File: src/rtl/ldpc_cn_unit.sv
// LDPC check-node functional unit.
// Accumulates a check node's incoming 8-bit LLRs across instructions (min1,
// min2, argmin, sign parity, per-edge signs) and returns extrinsic min-sum
// messages. Fixed one-cycle latency with no writeback backpressure.
//
// Ports:
//   clk_i          clock
//   rst_ni         asynchronous active-low reset
//   flush_i        kills the request this cycle and the pending result
//   fu_data_i      operation, operand_a (LLR in [7:0]), operand_b (edge), trans_id
//   cn_valid_i     request valid
//   cn_ready_o     unit can accept (low only in the drain cycle after CLR)
//   result_o       registered result
//   cn_valid_o     result valid
//   cn_trans_id_o  trans_id of result
//   cn_err_o       sticky error: degree overflow or edge index out of range

package ldpc_cn_pkg;
   localparam int XLEN          = 32;
   localparam int TRANS_ID_BITS = 3;

   typedef logic [3:0] fu_op_t;

   localparam fu_op_t LDPC_CN_CLR  = 4'd0;
   localparam fu_op_t LDPC_CN_ACC  = 4'd1;
   localparam fu_op_t LDPC_CN_MIN1 = 4'd2;
   localparam fu_op_t LDPC_CN_MIN2 = 4'd3;
   localparam fu_op_t LDPC_CN_IDX  = 4'd4;
   localparam fu_op_t LDPC_CN_OUT  = 4'd5;
   localparam fu_op_t LDPC_CN_STAT = 4'd6;

   typedef struct packed {
      fu_op_t                   op;
      logic [XLEN-1:0]          operand_a;
      logic [XLEN-1:0]          operand_b;
      logic [TRANS_ID_BITS-1:0] trans_id;
   } fu_data_t;
endpackage

// state    | meaning
// ---------+-----------------------------------------------
// ST_RUN   | accepting requests
// ST_DRAIN | one cycle after an accepted CLR, not ready
module ldpc_cn_unit
   import ldpc_cn_pkg::*;
#(
   parameter int DEG_MAX = 32,
   parameter int MAG_MAX = 127
) (
   input  logic                     clk_i,
   input  logic                     rst_ni,
   input  logic                     flush_i,
   input  fu_data_t                 fu_data_i,
   input  logic                     cn_valid_i,
   output logic                     cn_ready_o,
   output logic [XLEN-1:0]          result_o,
   output logic                     cn_valid_o,
   output logic [TRANS_ID_BITS-1:0] cn_trans_id_o,
   output logic                     cn_err_o
);

   localparam int IW = (DEG_MAX > 1) ? $clog2(DEG_MAX) : 1;

   localparam logic [0:0]      ST_RUN   = 1'b0;
   localparam logic [0:0]      ST_DRAIN = 1'b1;
   localparam logic [7:0]      MAG_SAT  = MAG_MAX[7:0];
   localparam logic [IW:0]     CNT_FULL = DEG_MAX[IW:0];
   localparam logic [XLEN-1:0] DEG_LIM  = XLEN'(DEG_MAX);

   logic [0:0]               st_q, st_d;
   logic [7:0]               min1_q, min1_d, min2_q, min2_d;
   logic [IW-1:0]            idx_q, idx_d;
   logic                     parity_q, parity_d;
   logic [DEG_MAX-1:0]       sign_q, sign_d;
   logic [IW:0]              count_q, count_d;
   logic                     err_q, err_d;
   logic [XLEN-1:0]          result_q, res_d;
   logic                     valid_q;
   logic [TRANS_ID_BITS-1:0] tid_q;

   logic                     accept;
   logic [7:0]               a8, abs_raw, mag, m, msg;
   logic                     s, sg, b_oob;
   logic [IW-1:0]            i;
   logic                     unused_bits;

   assign unused_bits = ^fu_data_i.operand_a[XLEN-1:8];

   assign cn_ready_o = (st_q == ST_RUN);
   assign accept     = cn_valid_i & cn_ready_o & ~flush_i;

   // -128 negates to 0x80 (128 unsigned), which the clamp brings back to MAG_MAX.
   assign a8      = fu_data_i.operand_a[7:0];
   assign s       = a8[7];
   assign abs_raw = s ? (~a8 + 8'd1) : a8;
   assign mag     = (abs_raw > MAG_SAT) ? MAG_SAT : abs_raw;

   assign b_oob = (fu_data_i.operand_b >= DEG_LIM);
   assign i     = fu_data_i.operand_b[IW-1:0];

   // Extrinsic message: exclude the edge's own contribution from both min and sign.
   assign m   = (i == idx_q) ? min2_q : min1_q;
   assign sg  = parity_q ^ sign_q[i];
   assign msg = sg ? (8'd0 - m) : m;

   always_comb begin
      st_d     = ST_RUN;
      min1_d   = min1_q;
      min2_d   = min2_q;
      idx_d    = idx_q;
      parity_d = parity_q;
      sign_d   = sign_q;
      count_d  = count_q;
      err_d    = err_q;
      res_d    = '0;
      if (accept) begin
         case (fu_data_i.op)
            LDPC_CN_CLR: begin
               st_d     = ST_DRAIN;
               min1_d   = MAG_SAT;
               min2_d   = MAG_SAT;
               idx_d    = '0;
               parity_d = 1'b0;
               sign_d   = '0;
               count_d  = '0;
               err_d    = 1'b0;
            end
            LDPC_CN_ACC: begin
               if ((count_q == CNT_FULL) || b_oob) begin
                  err_d = 1'b1;
                  res_d = XLEN'(count_q);
               end else begin
                  sign_d[i] = s;
                  parity_d  = parity_q ^ s;
                  count_d   = count_q + 1'b1;
                  // Strict compares: on ties the earlier edge keeps argmin.
                  if (mag < min1_q) begin
                     min2_d = min1_q;
                     min1_d = mag;
                     idx_d  = i;
                  end else if (mag < min2_q) begin
                     min2_d = mag;
                  end
                  res_d = XLEN'(count_d);
               end
            end
            LDPC_CN_MIN1: res_d = XLEN'(min1_q);
            LDPC_CN_MIN2: res_d = XLEN'(min2_q);
            LDPC_CN_IDX:  res_d = XLEN'(idx_q);
            LDPC_CN_OUT: begin
               if (b_oob) begin
                  err_d = 1'b1;
               end else if (count_q != '0) begin
                  res_d = {{(XLEN-8){msg[7]}}, msg};
               end
            end
            LDPC_CN_STAT: res_d = XLEN'({err_q, parity_q, count_q});
            default:      res_d = '0;
         endcase
      end
   end

   always_ff @(posedge clk_i or negedge rst_ni) begin
      if (!rst_ni) begin
         st_q     <= ST_RUN;
         min1_q   <= MAG_SAT;
         min2_q   <= MAG_SAT;
         idx_q    <= '0;
         parity_q <= 1'b0;
         sign_q   <= '0;
         count_q  <= '0;
         err_q    <= 1'b0;
         result_q <= '0;
         valid_q  <= 1'b0;
         tid_q    <= '0;
      end else begin
         st_q     <= st_d;
         min1_q   <= min1_d;
         min2_q   <= min2_d;
         idx_q    <= idx_d;
         parity_q <= parity_d;
         sign_q   <= sign_d;
         count_q  <= count_d;
         err_q    <= err_d;
         valid_q  <= accept;
         if (accept) begin
            result_q <= res_d;
            tid_q    <= fu_data_i.trans_id;
         end
      end
   end

   // A flush arriving while a result is presented kills that result too.
   assign cn_valid_o    = valid_q & ~flush_i;
   assign result_o      = result_q;
   assign cn_trans_id_o = tid_q;
   assign cn_err_o      = err_q;

endmodule

File: config.mk
export PLATFORM = sky130hd
export DESIGN_NAME = ldpc_cn_unit
export DESIGN_NICKNAME = d
export VERILOG_FILES = /design/src/rtl/ldpc_cn_unit.sv
export SDC_FILE = /design/constraint.sdc
export NUM_CORES = 1
export LEC_CHECK = 0
export CAP_MARGIN = 20
export CORE_MARGIN = 5
export CORE_UTILIZATION = 52
export DETAILED_ROUTE_END_ITERATION = 8
export MAX_ROUTING_LAYER = met4
export PLACE_DENSITY = 0.89
export SLEW_MARGIN = 5
export SYNTH_ARGS = -nofsm -noshare
export SYNTH_HDL_FRONTEND = slang
export SYNTH_SLANG_ARGS = --single-unit
File: constraint.sdc
create_clock -name clk_i -period 3.85 [get_ports clk_i]
set_input_delay 0.5775 -clock clk_i [delete_from_list [all_inputs] [get_ports clk_i]]
set_output_delay 0.5775 -clock clk_i [all_outputs]
set_load 0.1 [all_outputs]
==> reports/results.ini <==
[floorplan]
fp.dieW_um=110
fp-row-count=36
fp.dieArea_mm2=0.0122
core_mm2=0.00982
die_h_um=110
pin_count=113
start_util=0.534

[cells_and_area]
layout_common_cells=86 x clkdlybuf4s50_1, 71 x o21ai_0, 61 x dfrtp_1, 51 x nand2_1, 40 x a21oi_1
stdcell_area_mm2=0.00644
antenna_cells=0
multi_input_area_mm2=0.00294
synthToLayoutAreaGrowth_pct=22.9
drive_gt1_frac=0.121
post_layout_nonfiller_instances=821
nets=776
final_common_cell=clkdlybuf4s50_1
seqCellArea_mm2=0.00189
fillCellCount=766

[worst_setup_path]
crit_required_ps=4100
critPathMaxFanout=6
r2r-start=count_q[0]
cp_data_arrival_time_ps=3860
endpoint_kind=register
r2r_end=min2_q[7]
setup.worst_path.start_class=input port
path_class=in -> reg
r2r_setup_slack_ps=920
worstRegToRegCells=9

[power_and_ir_drop]
switchingPower_uw=597
clkPwrFrac=0.326
p_int_mw=1.30
total_power_mw=1.89
combPwrFrac=0.226
total_leakage_power_nw=2.77
power_density_mw_per_mm2=294
irDropWorstVdd_mv=0.189
swShare=0.315
seq_power_share=0.448

[clock_network]
htreeDepth=3
clk_pin_slew_ps=80
cts_buffers=9
cts_sinks=75
hold_buffers=0
insertion_delay_ps=360
post_cts_buffers=0
cts_resized=0
cts_tree=yes
cts_buffer_depth=2
root_buffer=clkbuf_8

[synth]
synthTopCellsByArea=dfrtp_1 29%, dfstp_2 7.0%, o21ai_0 6.8%
synth_edf_count=0
async_flop_share=1.00
synth_area_per_cell_um2=8.68
yosys_warnings=0
synth_area_leader_cell=dfrtp_1
synth.top_cell.area_share=0.291
syn_inst=604
synthDistinctLibCells=71
ys_seq_area_frac=0.361
synth-main-ff-cell=dfrtp_1
synth-seq-cells=75
syn_area_mm2=0.00524

[grt]
grt_start_max_net_pins=51
grt_pass1_wl_um=24900
track_usage=0.268
first_global_vias=4944
overflow=0
antenna_found_initial=0

[sta]
report.final.hold_viol_count=0
hold_slack_ps=163
finClkSkew_ps=6.16
rsz0062_at_grt=false
period_share=0.939
finalSetupViolations=0
slew_viol_final=0
maxSlewHeadroom=0.335
worst_pin_slew_ps=994
worst_slack_ps=234
period_needed_ps=3620
max_freq_ghz=0.277

[route]
wirelength_um=15400
ant_nets=0
route.detailed.drc=0
drt-pass1-iter-count=5
post_drt_wl_per_cell_um=18.8
via_count=5189
drt_iter0_drc=587
routed_via_density=6.32

[placement]
io_buffers=88
post-dp-hpwl_um=11400
gp_congestion=0.967
pre_cts_slack_ps=-102
placedCellCount=804
dpl-instance-area_mm2=0.00623

[status]
status=finished clean

[flow_run]
maxCapViolations=0

[hold_path]
hp-class=in -> async

[cell usage after synthesis, types with 14 or more instances]
cell type  count
nand2_1       51
dfstp_2       14
clkbuf_1      23
nor2_1        29
a21oi_1       40
dfrtp_1       61
o21ai_0       71
buf_4         24
inv_1         25
mux2i_1       28
nor3_1        23
nand3_1       30
ha_1          18
[registers in the layout, summed over array words and instances (netlist names)]
register / cells
sign_q: 32
result_o: 9
min1_q: 8
min2_q: 8
count_q: 6
idx_q: 5
cn_trans_id_o: 3
cn_err_o: 1
parity_q: 1
st_q: 1
valid_q: 1
[cell type report]
type                       instances  share of cell area
inverter                          27              0.0157
sequential                        75               0.294
timing repair buffer             121               0.178
clock inverter                     5             0.00816
tap                              133              0.0258
multi-input combinational        449               0.456
clock buffer                      11              0.0220
[cells by family (layout without fill, tap and decap cells)]
family,Yosys count,after routing,share of synthesized area
buf+inv,81,164,0.0785
flops,75,75,0.361
fa+ha+maj,18,18,0.0430
xor+xnor,17,17,0.0284
other cells,1,2,0.000715
compound gates,177,177,0.209
mux,39,39,0.0857
simple gates,196,196,0.193
[worst max-delay path, cell delays in order]
cell and delay, ps:
clkdlybuf4s50_1 420, inv_1 110, ha_1 230, nand2_1 100, and3_1 180, o21ai_0 300, ha_1 310, and4_1 230
a221o_1 360, a21oi_2 290, a31oi_2 180, a21boi_1 230, buf_4 210, mux2i_1 130
[routing by layer]
layer,track usage,share of wire,vias to the layer above
met1,0.339,0.41,2481
met4,0.0967,0.024,0
met2,0.435,0.47,312
met3,0.0472,0.10,37
li1,-,-,2359
met5,-,0,-
[metrics by stage]
| step | setup TNS (ps) | utilization |
|---|---|---|
| 6_report | 0 | 0.656 |
| 5_1_grt | 0 | 0.656 |
| 4_1_cts | 0 | 0.654 |
| 3_5_place_dp | -822 | 0.634 |
| 3_3_place_gp | 0 | 0.634 |
| 2_1_floorplan | 0 | - |
[power by group through the flow]
stage	Combinational (mW)	Clock (mW)	Sequential (mW)
after floorplan	0.186	0	0.925
after global placement	0.404	0	0.861
after detailed placement	0.417	0	0.862
after CTS	0.421	0.621	0.847
after global routing	0.461	0.649	0.852
final	0.427	0.618	0.849
[how the worst max path moves through the flow]
stage | startpoint | end | slack (ps) | cells past startpoint
3_3_place_gp | fu_data_i[38] | min2_q[7] | 70 | 13
4_1_cts | fu_data_i[35] | min2_q[7] | 290 | 14
2_1_floorplan | fu_data_i[35] | min2_q[0] | 380 | 13
5_1_grt | fu_data_i[38] | min2_q[6] | 80 | 14
3_5_place_dp | fu_data_i[35] | min2_q[7] | -100 | 14
6_report | fu_data_i[35] | min2_q[7] | 230 | 14
Note: power is estimated with default switching activity, not from simulation.
